**src/rtl/prog_multimodulus_divider.sv**
```systemverilog
// prog_multimodulus_divider
//   Programmable integer divider with ratio law R = 2^n + P (n-stage 2/3
//   chain equivalent). A new ratio is offered through a valid/ready handshake
//   into a single shadow register and becomes active only at a period
//   boundary, so every output period is whole.
// Ports:
//   in_clk    - clock, rising edge
//   rst       - asynchronous active-low reset
//   en        - count enable; low freezes pos, outputs and active ratio
//   cfg_valid - ratio offer
//   cfg_ready - shadow register empty
//   cfg_p     - programming word P (bits [n-1:0] used)
//   cfg_n     - requested stage count n (clamped to MIN_STAGES..N_STAGES)
//   out_clk   - divided clock, high for floor(R/2) cycles per period
//   mout_clk  - one-cycle pulse on the last cycle of each period
//   cur_ratio - ratio currently in force
//   cfg_err   - one-cycle flag: accepted cfg_n was clamped
module prog_multimodulus_divider #(
  parameter  int N_STAGES   = 8,
  parameter  int MIN_STAGES = 2,
  localparam int NW         = $clog2(N_STAGES + 1)
) (
  input  logic                in_clk,
  input  logic                rst,
  input  logic                en,
  input  logic                cfg_valid,
  output logic                cfg_ready,
  input  logic [N_STAGES-1:0] cfg_p,
  input  logic [NW-1:0]       cfg_n,
  output logic                out_clk,
  output logic                mout_clk,
  output logic [N_STAGES:0]   cur_ratio,
  output logic                cfg_err
);

  localparam int RW = N_STAGES + 1;
  localparam logic [NW-1:0] MIN_N       = NW'(MIN_STAGES);
  localparam logic [NW-1:0] MAX_N       = NW'(N_STAGES);
  localparam logic [RW-1:0] ONE_R       = {{N_STAGES{1'b0}}, 1'b1};
  localparam logic [RW-1:0] RESET_RATIO = {1'b1, {N_STAGES{1'b0}}};

  // R = 2^n + (P & (2^n - 1)); n is already clamped by the caller.
  function automatic logic [RW-1:0] ratio_of(input logic [NW-1:0]       n_eff,
                                             input logic [N_STAGES-1:0] p);
    logic [RW-1:0] top;
    logic [RW-1:0] mask;
    top  = ONE_R << n_eff;
    mask = top - ONE_R;
    return top + ({1'b0, p} & mask);
  endfunction

  logic [RW-1:0] pos_r;
  logic [RW-1:0] ratio_r;
  logic [RW-1:0] shadow_r;
  logic          ready_r;     // high = shadow empty
  logic          out_clk_r;
  logic          mout_r;
  logic          cfg_err_r;

  logic          n_low_s;
  logic          n_high_s;
  logic [NW-1:0] n_eff_s;
  logic [RW-1:0] new_ratio_s;
  logic [RW-1:0] half_s;
  logic [RW-1:0] last_s;
  logic          accept_s;
  logic          boundary_s;

  // Clamp the requested stage count and derive the offered ratio.
  always_comb begin
    n_low_s  = (cfg_n < MIN_N);
    n_high_s = (cfg_n > MAX_N);
    if (n_low_s) begin
      n_eff_s = MIN_N;
    end else if (n_high_s) begin
      n_eff_s = MAX_N;
    end else begin
      n_eff_s = cfg_n;
    end
    new_ratio_s = ratio_of(n_eff_s, cfg_p);
  end

  // Period decode against the active ratio.
  always_comb begin
    half_s     = {1'b0, ratio_r[RW-1:1]};
    last_s     = ratio_r - ONE_R;
    accept_s   = cfg_valid & ready_r;
    boundary_s = en & (pos_r == last_s);
  end

  // Position counter, registered outputs and the double-buffered ratio.
  always_ff @(posedge in_clk or negedge rst) begin
    if (!rst) begin
      pos_r     <= {RW{1'b0}};
      ratio_r   <= RESET_RATIO;
      shadow_r  <= RESET_RATIO;
      ready_r   <= 1'b1;
      out_clk_r <= 1'b0;
      mout_r    <= 1'b0;
      cfg_err_r <= 1'b0;
    end else begin
      if (en) begin
        out_clk_r <= (pos_r < half_s);
        mout_r    <= (pos_r == last_s);
        pos_r     <= boundary_s ? {RW{1'b0}} : (pos_r + ONE_R);
      end
      // Consume needs a full shadow, accept needs an empty one, so the two
      // never collide; an offer landing on a boundary waits a full period.
      if (boundary_s && !ready_r) begin
        ratio_r <= shadow_r;
        ready_r <= 1'b1;
      end else if (accept_s) begin
        shadow_r <= new_ratio_s;
        ready_r  <= 1'b0;
      end
      cfg_err_r <= accept_s & (n_low_s | n_high_s);
    end
  end

  assign out_clk   = out_clk_r;
  assign mout_clk  = mout_r;
  assign cur_ratio = ratio_r;
  assign cfg_ready = ready_r;
  assign cfg_err   = cfg_err_r;

endmodule

```
**config.mk**
```make
export PLATFORM = sky130hd
export DESIGN_NAME = prog_multimodulus_divider
export DESIGN_NICKNAME = d
export VERILOG_FILES = /design/src/rtl/prog_multimodulus_divider.sv
export SDC_FILE = /design/constraint.sdc
export NUM_CORES = 1
export LEC_CHECK = 0
export CORE_UTILIZATION = 40
export DETAILED_ROUTE_END_ITERATION = 6
export DONT_BUFFER_PORTS = 1
export GPL_ROUTABILITY_DRIVEN = 0
export HOLD_SLACK_MARGIN = 0.06
export PLACE_DENSITY_LB_ADDON = 0.3
export SLEW_MARGIN = 20
export SYNTH_ARGS = -nofsm -noshare
export SYNTH_HDL_FRONTEND = slang
export SYNTH_SLANG_ARGS = --single-unit
```
**constraint.sdc**
```tcl
create_clock -name in_clk -period 3.6 [get_ports in_clk]
set_input_delay 0.36 -clock in_clk [delete_from_list [all_inputs] [get_ports in_clk]]
set_output_delay 0.36 -clock in_clk [all_outputs]
set_load 0.005 [all_outputs]
```
==> flow_summary.yaml <==
run_status:
  run_status: "finished clean"
sta:
  final.min_clock_period_ns: 2.94
  setup_viol: 0
  fin_ws_ns: 0.662
  layout_worst_path_cycle_share: 0.816
  setup_total_negative_slack_ns: 0
  rsz0062_at_grt: "false"
  worst_slew_pin_slew_ns: 0.612
  fin_worst_skew_ns: 0.00562
  max_freq_ghz: 0.340
  slew_viol_final: 0
  finalHoldViolCount: 0
  worst_slew_margin_rel: 0.590
global_route:
  grt_overflow_total: 0
  maximum_number_of_pins_on_one_net_before_global_route_repair: 32
  antenna_violations_before_repair: 0
  via_count_of_the_first_global_routing_pass: 1463
  global_route.usage.total: 0.172
  grt_first_pass_wirelength_mm: 6.95
route:
  ant_nets: 0
  drt-initial-drc-count: 54
  drc: 0
  firstDrtPassIters: 4
  route.detailed.wl_per_inst_um: 13.9
  sum_of_routed_wire_length_over_all_layers_mm: 3.91
  detail_route.vias_per_cell: 5.20
  route.vias.total: 1455
logic_synthesis:
  syn_area_sq_mm: 0.00202
  synth_top_flop_cell: "sky130_fd_sc_hd__dfrtp_1"
  ys_seq_area_frac: 0.387
  synth_largest_area_cell: "sky130_fd_sc_hd__dfrtp_1"
  yosysWarnings: 0
  synthDominantCellAreaShare: 0.348
  yosysMostFrequentCell: "sky130_fd_sc_hd__dfrtp_1"
  post_synth_inst_count: 213
  post_synth_num_cell_types: 42
  synth.area.top_cells: "sky130_fd_sc_hd__dfrtp_1 (35%), sky130_fd_sc_hd__ha_1 (7.4%), sky130_fd_sc_hd__mux2_4 (6.7%), sky130_fd_sc_hd__xor2_1 (6.5%), sky130_fd_sc_hd__nor2_1 (4.1%)"
  synth.top_cells.by_count: "sky130_fd_sc_hd__dfrtp_1 (28), sky130_fd_sc_hd__nor2_1 (22), sky130_fd_sc_hd__nand2_1 (16)"
  syn-mean-instance-area_sq_um: 9.46
  async_flop_share: 1.00
  synth_edf_count: 0
  synth-seq-cells: 31
clock_network:
  clk_transition_reported_paths_ns: 0.07
  worst_skew_pair.late_latency_ns: 0.29
  ctsHoldBuffers: 2
  cts_tree: "yes"
  htree_num_levels: 2
  post-cts-setup-buffers: 0
  clock-root-buffer: "sky130_fd_sc_hd__clkbuf_8"
  post_cts_resized: 0
  cts-buffers-inserted: 5
  clk_path_buf_depth: 2
  cts.sinks: 31
power:
  ir_worst_vdd_v: 0.000230
  pwr-share-clk: 0.380
  internal-power_mw: 0.776
  p_per_area_mw_per_mm2: 487
  power_frac_seq: 0.429
  power_switching_mw: 0.300
  p_comb_frac: 0.191
  power_mw: 1.08
  netSwitchingFraction: 0.279
  cellLeakagePower_nw: 1.01
critical_path:
  cp_max_fo: 10
  reg2regPathDepth: 8
  regToRegStartpoint: "cur_ratio[0]"
  critPathArrivalTime_ns: 3.11
  rrSetupSlack_ns: 0.66
  startpoint_type: "flip-flop"
  r2r-end: "cur_ratio[6]"
  critPathRequiredTime_ns: 3.77
  worstSetupEndpointType: "flip-flop"
  worstSetupPathType: "flip-flop to flip-flop"
worst_hold_path:
  hold_path_depth: 1
  worstHoldStart: "cfg_valid"
  min-delay-path-class: "input port to flip-flop"
  worst_hold_path.endpoint: "cfg_ready"
layout:
  multi_input_comb_area_sq_mm: 0.00113
  post_route_cells_drive_above_1_share: 0.113
  area_delta_synth_final_pct: 9.56
  layout.area.seq_sq_um: 779
  finish.net_count: 240
  number_of_antenna_repair_diodes: 0
  final.fill_count: 469
placed_design:
  port_buffers: 0
  dp_hpwl_mm: 2.81
  post-place-ws_ns: 0.648
flow_run:
  max-cap-violations: 0
die:
  core.rowCount: 25
  initial_core_util: 0.421
  fp.coreArea_sq_mm: 0.00479
  ioPinCount: 29
  die-area_sq_mm: 0.00533
  die_h_um: 73.0
  floorplan.die.width_um: 73.0
-- power groups by stage --
| stage | clock network, mW | registers, mW | logic (mW) |
|---|---|---|---|
| finish | 0.408 | 0.462 | 0.206 |
| CTS | 0.418 | 0.462 | 0.207 |
| global route | 0.434 | 0.471 | 0.241 |
| detailed placement | 0 | 0.468 | 0.194 |
| global placement | 0 | 0.467 | 0.188 |
| floorplan | 0 | 0.431 | 0.204 |
-- worst max-delay path: stages (launching register included) --
cell	delay, ns
sky130_fd_sc_hd__dfrtp_1	0.45
sky130_fd_sc_hd__inv_1	0.09
sky130_fd_sc_hd__ha_1	0.22
sky130_fd_sc_hd__nor3b_1	0.36
sky130_fd_sc_hd__nand2_1	0.12
sky130_fd_sc_hd__xnor2_1	0.15
sky130_fd_sc_hd__a2111o_1	0.33
sky130_fd_sc_hd__or4_1	0.71
sky130_fd_sc_hd__mux2_4	0.39
-- stage by stage --
step | util | instance area (sq um) | cells | hold WS (ns)
final | 0.461 | 2210 | 280 | 0.125
after global placement | 0.427 | 2050 | 270 | 0.0651
after floorplan | - | 2020 | 214 | 0.0644
after CTS | 0.461 | 2210 | 280 | 0.118
after global routing | 0.461 | 2210 | 280 | 0.126
after detailed placement | 0.427 | 2050 | 270 | 0.0653
-- worst max path at each step --
stage	from	endpoint	cells past startpoint
5_1_grt	cur_ratio[0]	cur_ratio[5]	8
4_1_cts	cur_ratio[0]	cur_ratio[6]	8
3_5_place_dp	cur_ratio[0]	cur_ratio[4]	8
6_report	cur_ratio[0]	cur_ratio[6]	8
2_1_floorplan	cur_ratio[0]	cur_ratio[0]	9
3_3_place_gp	cur_ratio[0]	cur_ratio[0]	8
-- sequential cells by signal (all words and copies together) (netlist names) --
register and flops:
out_clk 1, shadow_r 9, cfg_ready 1, cfg_err 1, cur_ratio 9, pos_r 9, mout_clk 1
-- cell type report --
| class | instances | share of cell area |
|---|---|---|
| Inverter | 14 | 0.0238 |
| Multi-Input combinational cell | 158 | 0.512 |
| Clock inverter | 2 | 0.0272 |
| Tap cell | 67 | 0.0380 |
| Sequential cell | 31 | 0.353 |
| Clock buffer | 6 | 0.0329 |
| Timing Repair Buffer | 2 | 0.0136 |
-- placed cells by master, fill, tap and decap left out, types with 2 or more instances in the layout --
cell type	n
sky130_fd_sc_hd__a21o_1	4
sky130_fd_sc_hd__a21oi_1	5
sky130_fd_sc_hd__a221o_1	2
sky130_fd_sc_hd__a22o_1	3
sky130_fd_sc_hd__a31oi_1	2
sky130_fd_sc_hd__bufinv_16	2
sky130_fd_sc_hd__clkbuf_8	5
sky130_fd_sc_hd__conb_1	3
sky130_fd_sc_hd__dfrtp_1	28
sky130_fd_sc_hd__dfstp_2	3
sky130_fd_sc_hd__ha_1	12
sky130_fd_sc_hd__inv_1	14
sky130_fd_sc_hd__mux2_2	2
sky130_fd_sc_hd__mux2_4	9
sky130_fd_sc_hd__nand2_1	16
sky130_fd_sc_hd__nand3_1	10
sky130_fd_sc_hd__nand4_1	7
sky130_fd_sc_hd__nor2_1	22
sky130_fd_sc_hd__nor3_1	3
sky130_fd_sc_hd__nor3b_1	3
sky130_fd_sc_hd__nor4_1	2
sky130_fd_sc_hd__nor4bb_1	2
sky130_fd_sc_hd__o21ai_0	13
sky130_fd_sc_hd__xnor2_1	7
sky130_fd_sc_hd__xor2_1	15
-- routing by layer --
metal  track usage  vias to the layer above  wire, um
met5             0                        -         0
met4        0.0893                        0        55
met1         0.212                      678      1810
li1              -                      738         -
met2         0.274                       33      1820
met3        0.0497                        6       212
-- cells by family after synthesis --
family,after synthesis,share of synthesized area
other cells,2,0.00373
buf+inv,25,0.0546
flops,31,0.387
fa+ha+maj,12,0.0745
compound gates,38,0.128
simple gates,71,0.174
xor+xnor,22,0.0956
mux,12,0.0832
Note: power is estimated with default switching activity, not from simulation.
